$ cat src/rtl/div_pkg.sv
// Purpose : shared constants and state encoding for the sequential divider.
// Latency : n/a (package only).
// Backpressure: n/a (package only).
package div_pkg;

    // Default operand / quotient / remainder width.
    localparam int DIV_WIDTH = 32;

    // Iteration counter width for the default width.
    localparam int DIV_CNT_W = $clog2(DIV_WIDTH);

    // Controller state encoding (2 bits, value 3 unused).
    typedef enum logic [1:0] {
        IDLE = 2'd0,
        EXEC = 2'd1,
        DONE = 2'd2
    } div_state_e;

endpackage

$ cat src/rtl/div_step.sv
// Purpose : one combinational radix-2 restoring division iteration.
// Latency : combinational, zero cycles.
// Backpressure: none; outputs follow inputs.
//
// Ports:
//   rem_i, quo_i  working remainder / quotient before the iteration
//   divisor_i     divisor magnitude
//   rem_o, quo_o  working remainder / quotient after the iteration
module div_step
    import div_pkg::*;
#(
    parameter int WIDTH = DIV_WIDTH
) (
    input  logic [WIDTH-1:0] rem_i,
    input  logic [WIDTH-1:0] quo_i,
    input  logic [WIDTH-1:0] divisor_i,
    output logic [WIDTH-1:0] rem_o,
    output logic [WIDTH-1:0] quo_o
);

    logic [WIDTH:0] sh_rem;
    logic [WIDTH:0] trial;
    logic           trial_ok;

    // {rem,quo} shifted left: the quotient MSB enters the remainder LSB.
    // The shifted remainder is below 2*divisor, so WIDTH+1 bits hold both
    // it and the signed trial difference.
    assign sh_rem   = {rem_i, quo_i[WIDTH-1]};
    assign trial    = sh_rem - {1'b0, divisor_i};
    assign trial_ok = ~trial[WIDTH];

    assign rem_o = trial_ok ? trial[WIDTH-1:0] : sh_rem[WIDTH-1:0];
    assign quo_o = {quo_i[WIDTH-2:0], trial_ok};

endmodule

$ cat src/rtl/divider.sv
// Purpose : sequential radix-2 restoring divider with divide-by-zero flag.
// Latency : WIDTH cycles from the start edge to op_done; 1 cycle for divisor=0.
// Backpressure: op_start is a level request, ignored outside IDLE; op_clear aborts/releases.
//
// Ports:
//   clk, reset_n            clock, asynchronous active-low reset
//   dividend, divisor       operands, sampled only on the start edge
//   op_start, op_clear      start request / synchronous clear (clear wins)
//   op_done                 high while a result is held
//   quotient, remainder     result, zero except while op_done is high
//   div_by_zero             high with op_done when the sampled divisor was 0
//
// Build option: define DIVIDER_SIGNED_EN for two's-complement truncating
// division; the unsigned core runs on magnitudes and the result is
// sign-corrected as it loads into the output registers.
module divider
    import div_pkg::*;
#(
    parameter int WIDTH = DIV_WIDTH
) (
    input  logic             clk,
    input  logic             reset_n,
    input  logic [WIDTH-1:0] dividend,
    input  logic [WIDTH-1:0] divisor,
    input  logic             op_start,
    input  logic             op_clear,
    output logic             op_done,
    output logic [WIDTH-1:0] quotient,
    output logic [WIDTH-1:0] remainder,
    output logic             div_by_zero
);

    localparam int               CNT_W    = (WIDTH > 1) ? $clog2(WIDTH) : 1;
    localparam logic [CNT_W-1:0] LAST_CNT = CNT_W'(WIDTH - 1);

    div_state_e       state_q;
    logic [CNT_W-1:0] cnt_q;
    logic [WIDTH-1:0] rem_q;
    logic [WIDTH-1:0] quo_q;
    logic [WIDTH-1:0] dvs_q;
    logic [WIDTH-1:0] rem_d;
    logic [WIDTH-1:0] quo_d;
    logic [WIDTH-1:0] quotient_q;
    logic [WIDTH-1:0] remainder_q;
    logic             done_q;
    logic             dbz_q;

    // Operand magnitudes fed to the core, and final sign-corrected results.
    logic [WIDTH-1:0] dvd_mag;
    logic [WIDTH-1:0] dvs_mag;
    logic [WIDTH-1:0] q_fin;
    logic [WIDTH-1:0] r_fin;

`ifdef DIVIDER_SIGNED_EN
    logic qneg_q;
    logic rneg_q;

    // The most-negative value negates to itself, which is its correct
    // unsigned magnitude; most-negative / -1 therefore yields
    // most-negative with remainder 0 without a special case.
    assign dvd_mag = dividend[WIDTH-1] ? -dividend : dividend;
    assign dvs_mag = divisor[WIDTH-1]  ? -divisor  : divisor;
    assign q_fin   = qneg_q ? -quo_d : quo_d;
    assign r_fin   = rneg_q ? -rem_d : rem_d;

    // Result signs recorded on the start edge: quotient negative when the
    // operand signs differ, remainder follows the dividend.
    always_ff @(posedge clk or negedge reset_n) begin
        if (!reset_n) begin
            qneg_q <= 1'b0;
            rneg_q <= 1'b0;
        end else if (state_q == IDLE && op_start && !op_clear) begin
            qneg_q <= dividend[WIDTH-1] ^ divisor[WIDTH-1];
            rneg_q <= dividend[WIDTH-1];
        end
    end
`else
    assign dvd_mag = dividend;
    assign dvs_mag = divisor;
    assign q_fin   = quo_d;
    assign r_fin   = rem_d;
`endif

    div_step #(
        .WIDTH(WIDTH)
    ) u_step (
        .rem_i    (rem_q),
        .quo_i    (quo_q),
        .divisor_i(dvs_q),
        .rem_o    (rem_d),
        .quo_o    (quo_d)
    );

    always_ff @(posedge clk or negedge reset_n) begin
        if (!reset_n) begin
            state_q     <= IDLE;
            cnt_q       <= '0;
            rem_q       <= '0;
            quo_q       <= '0;
            dvs_q       <= '0;
            quotient_q  <= '0;
            remainder_q <= '0;
            done_q      <= 1'b0;
            dbz_q       <= 1'b0;
        end else if (op_clear) begin
            // Clear aborts any division and drops the held result.
            state_q     <= IDLE;
            cnt_q       <= '0;
            quotient_q  <= '0;
            remainder_q <= '0;
            done_q      <= 1'b0;
            dbz_q       <= 1'b0;
        end else begin
            case (state_q)
                IDLE: begin
                    if (op_start) begin
                        if (divisor == '0) begin
                            // No iterations needed: report immediately.
                            state_q     <= DONE;
                            quotient_q  <= '1;
                            remainder_q <= dividend;
                            dbz_q       <= 1'b1;
                            done_q      <= 1'b1;
                        end else begin
                            state_q <= EXEC;
                            rem_q   <= '0;
                            quo_q   <= dvd_mag;
                            dvs_q   <= dvs_mag;
                            cnt_q   <= '0;
                        end
                    end
                end
                EXEC: begin
                    rem_q <= rem_d;
                    quo_q <= quo_d;
                    cnt_q <= cnt_q + CNT_W'(1);
                    // Final iteration also loads the visible result.
                    if (cnt_q == LAST_CNT) begin
                        state_q     <= DONE;
                        quotient_q  <= q_fin;
                        remainder_q <= r_fin;
                        dbz_q       <= 1'b0;
                        done_q      <= 1'b1;
                    end
                end
                DONE: begin
                    // Result held; op_start has no effect until cleared.
                    state_q <= DONE;
                end
                default: begin
                    state_q <= IDLE;
                end
            endcase
        end
    end

    assign op_done     = done_q;
    assign quotient    = quotient_q;
    assign remainder   = remainder_q;
    assign div_by_zero = dbz_q;

endmodule
$ cat config.mk
export PLATFORM = sky130hd
export DESIGN_NAME = divider
export DESIGN_NICKNAME = d
export VERILOG_FILES = /design/src/rtl/div_pkg.sv /design/src/rtl/div_step.sv /design/src/rtl/divider.sv
export SDC_FILE = /design/constraint.sdc
export NUM_CORES = 1
export LEC_CHECK = 0
export BUFFER_PORTS_ARGS = -buffer_cell sky130_fd_sc_hd__buf_2
export CAP_MARGIN = 20
export CORE_ASPECT_RATIO = 0.9
export CORE_MARGIN = 4
export CORE_UTILIZATION = 55
export CTS_BUF_LIST = sky130_fd_sc_hd__clkbuf_2 sky130_fd_sc_hd__clkbuf_4 sky130_fd_sc_hd__clkbuf_8
export DETAILED_ROUTE_END_ITERATION = 16
export PLACE_DENSITY = 0.84
export SYNTH_ARGS = -nofsm -noshare
export SYNTH_HDL_FRONTEND = slang
export SYNTH_SLANG_ARGS = --single-unit
$ cat constraint.sdc
create_clock -name clk -period 4.1 [get_ports clk]
set_input_delay 0.41 -clock clk [delete_from_list [all_inputs] [get_ports clk]]
set_output_delay 0.41 -clock clk [all_outputs]
set_load 0.02 [all_outputs]
==> impl_metrics.py <==
metrics = {
    "setup_path": {
        "r2r_end": "remainder[3]",
        "crit_fanout": 22,
        "crit_arrival_ns": 3.74,
        "worstReg2RegStart": "quo_q[31]",
        "critPathLaunchType": "register",
        "slowest_stage": "fa_1",
        "cpPeakStageDelay_ns": 0.40,
        "endpoint_kind": "register",
        "criticalPathCategory": "reg -> reg",
        "reg2reg_slack_ns": 0.70,
        "path_cells": "inv_1, ha_1, fa_1, nand2b_1, a21oi_2, o2111a_2, o21ai_2, o31ai_4, xor2_4, buf_4, mux2_2, nand2_1, a31oi_1",
        "reg2reg_depth": 13,
        "required_ns": 4.44,
    },
    "sta": {
        "period_needed_ns": 3.40,
        "slew_headroom_pct": 28.1,
        "fmax_ghz": 0.294,
        "worstMarginPinSlew_ns": 1.08,
        "setup_viol": 0,
        "rsz0062_at_grt": "false",
        "finalCritPeriodShare_pct": 82.9,
        "slew_viol_final": 0,
        "finalHoldViolations": 0,
        "finClkSkew_ns": 0.0147,
        "fin_tns_setup_ns": 0,
    },
    "die": {
        "core_area_um2": 16400,
        "start_util_pct": 56.8,
        "num_rows": 44,
        "fp.dieH_um": 131,
        "dieWidth_um": 145,
        "ioPinCount": 134,
        "die-area_um2": 19000,
    },
    "hold_path": {
        "holdPathStages": 3,
        "hp-class": "in -> reg",
        "min_to": "dvs_q[3]",
        "hold_start": "divisor[3]",
    },
    "yosys": {
        "yosysSeqAreaShare_pct": 45.6,
        "yosysTopAreaCell": "dfrtp_1",
        "postSynthAreaPerCell_um2": 8.76,
        "synth_mux_area_share_pct": 4.13,
        "synth_compound_area_share_pct": 21.9,
        "synth_edf_count": 0,
        "yosys_warnings": 0,
        "synthXorXnorAreaFrac_pct": 2.82,
        "ys_ff_latch": 169,
        "syn-num-nets": 1165,
        "ys_types": 68,
        "postSynth.asyncResetShare_pct": 100,
        "synthCells": 1059,
        "synth_top_area_share_pct": 45.6,
        "synth_top_family_by_area": "compound AO/OA/AOI/OAI gates",
        "synth_simple_gate_area_share_pct": 15.9,
        "synthFlopType": "dfrtp_1",
        "synthAdderAreaFrac_pct": 5.20,
        "syn_area_um2": 9280,
        "synth_area_leaders": "dfrtp_1 46%, nand2_1 8.3%, o21ai_0 7.3%",
    },
    "route": {
        "drtAntennaViolNets": 0,
        "finalWirelength_um": 24800,
        "vias_per_cell": 5.99,
        "drcViolationCount": 0,
        "drt_iter0_drc": 735,
        "num_vias": 8288,
        "post_drt_wl_per_cell_um": 17.9,
        "drt_pass1_iterations": 5,
    },
    "finish": {
        "layout-drive-gt1-share_pct": 19.5,
        "syn_to_final_growth_pct": 13.5,
        "layout_common_cells": "204 x nand2_1, 169 x dfrtp_1, 135 x o21ai_0",
        "nets": 1270,
        "final_cell_area_um2": 10500,
        "final_common_cell": "nand2_1",
        "fillCellCount": 1379,
        "fin_util_pct": 64.4,
        "diodes": 0,
    },
    "place": {
        "io_buffer_count": 133,
        "hpwl_um": 17600,
        "placed_area_um2": 10100,
        "globalplace.congestion": 0.906,
    },
    "global_routing": {
        "grt_pass1_wl_um": 40900,
        "grt-ovfl-total": 0,
        "grt_pass1_vias": 8143,
        "grt.total_usage_pct": 26.1,
        "grt_max_degree": 116,
        "antenna_found_initial": 0,
    },
    "power_and_ir_drop": {
        "switching_share_pct": 43.4,
        "combinationalPowerShare_pct": 43.8,
        "share_seq_of_total_power_pct": 38.1,
        "power.switching_uw": 2700,
        "pwr-share-clk_pct": 18.1,
        "p_int_uw": 3520,
        "peakVddDrop_mv": 0.338,
        "powerDensity_nw_per_um2": 590,
        "leakage_uw": 0.00500,
    },
    "run_status": {
        "status": "finished clean",
    },
    "cts": {
        "cts_buffers": 17,
        "cts-root-buf": "clkbuf_8",
        "cts.sinks": 169,
        "ctsLongestPathBuffers": 2,
        "cts_tree": "done",
        "clock_latency_ns": 0.48,
        "htreeDepth": 4,
        "clk_pin_slew_worst_paths_ns": 0.09,
    },
    "job": {
        "max_cap_violations": 0,
    },
}
-- worst max-delay path by stage --
stage	startpoint	to	slack, ns	cells past startpoint
floorplan	quo_q[31]	remainder[24]	1.12	13
global placement	quo_q[31]	remainder[24]	0.85	13
detailed placement	quo_q[31]	remainder[24]	0.71	13
CTS	quo_q[31]	remainder[24]	0.70	13
global route	rem_q[16]	remainder[30]	0.46	11
finish	quo_q[31]	remainder[3]	0.70	13
-- sequential cells by signal, summed over array words and instances, names as in the netlist --
signal	count
quo_q	32
op_done	1
cnt_q	5
quotient	32
rem_q	32
remainder	32
div_by_zero	1
dvs_q	32
state_q	2
-- through the flow --
stage                     setup slack (ns)  hold WS [ns]  power (uW)  cells
final                                0.701         0.145        6210   1384
after global routing                 0.456         0.133        6660   1384
after CTS                            0.697         0.124        6190   1381
after detailed placement             0.710         0.492        5060   1349
after global placement               0.852         0.481        4970   1349
after floorplan                       1.12         0.114        4290   1059
-- worst max-delay path: cells and delay by family, from the launching register on --
family | cells | cell delay (ns)
flip-flops | 1 | 0.38
AO/OA/AOI/OAI | 5 | 0.97
adder cells (fa/ha/maj) | 2 | 0.61
multiplexers | 1 | 0.38
XOR/XNOR | 1 | 0.25
AND/OR/NAND/NOR | 2 | 0.30
buffers and inverters | 2 | 0.36
-- routing by layer --
| layer | vias up | share of wire [%] | global-route usage [%] |
|---|---|---|---|
| met1 | 3922 | 42 | 34.6 |
| met3 | 73 | 7.0 | 5.92 |
| met2 | 354 | 47 | 42.5 |
| met4 | 0 | 3.3 | 9.66 |
| li1 | 3939 | - | - |
| met5 | - | 0 | 0 |
-- cells by family (layout without fill, tap and decap cells) --
kind of cell    Yosys count  after routing
xor+xnor                 29             29
buf+inv                 105            223
compound gates          336            336
simple gates            346            346
fa+ha+maj                38             38
flops                   169            169
mux                      36             36
-- layout make-up --
type / count / area, um^2 / share of cell area (%)
Inverter: 41 / 154 / 1.46
Sequential cell: 169 / 4230 / 40.1
Clock buffer: 20 / 275 / 2.61
Timing Repair Buffer: 150 / 867 / 8.23
Tap cell: 207 / 259 / 2.46
Multi-Input combinational cell: 785 / 4660 / 44.2
Clock inverter: 12 / 90.1 / 0.855
-- power by group through the flow --
stage                     Sequential, uW  Clock [uW]  Combinational (uW)
after CTS                           2360        1140                2690
final                               2360        1130                2720
after global routing                2410        1210                3040
after detailed placement            2390           0                2670
after floorplan                     2460           0                1840
after global placement              2370           0                2590
-- cell usage after synthesis (4+ instances only) --
cell,n
mux2i_1,18
nand2b_1,5
and2_1,4
nand3_1,15
and3_1,5
a21o_1,8
xor2_1,12
a31oi_1,43
a21oi_1,75
inv_1,40
o211ai_1,11
a211oi_1,4
a211o_1,4
o21a_1,12
xnor2_1,16
or2_2,6
mux2_2,18
o21ai_0,135
o22ai_1,4
nor2b_1,6
nand4_1,5
nor4_1,10
clkbuf_1,55
nand2_1,204
nor3_1,10
dfrtp_1,169
ha_1,37
nor2_1,66
-- timing repair --
item	CTS	global route
buffers inserted	0	0
setup endpoints to repair	0	0
hold buffers	0	1
gates resized for setup	0	0
hold endpoints to repair	0	28
Note: power is estimated with default switching activity, not from simulation.
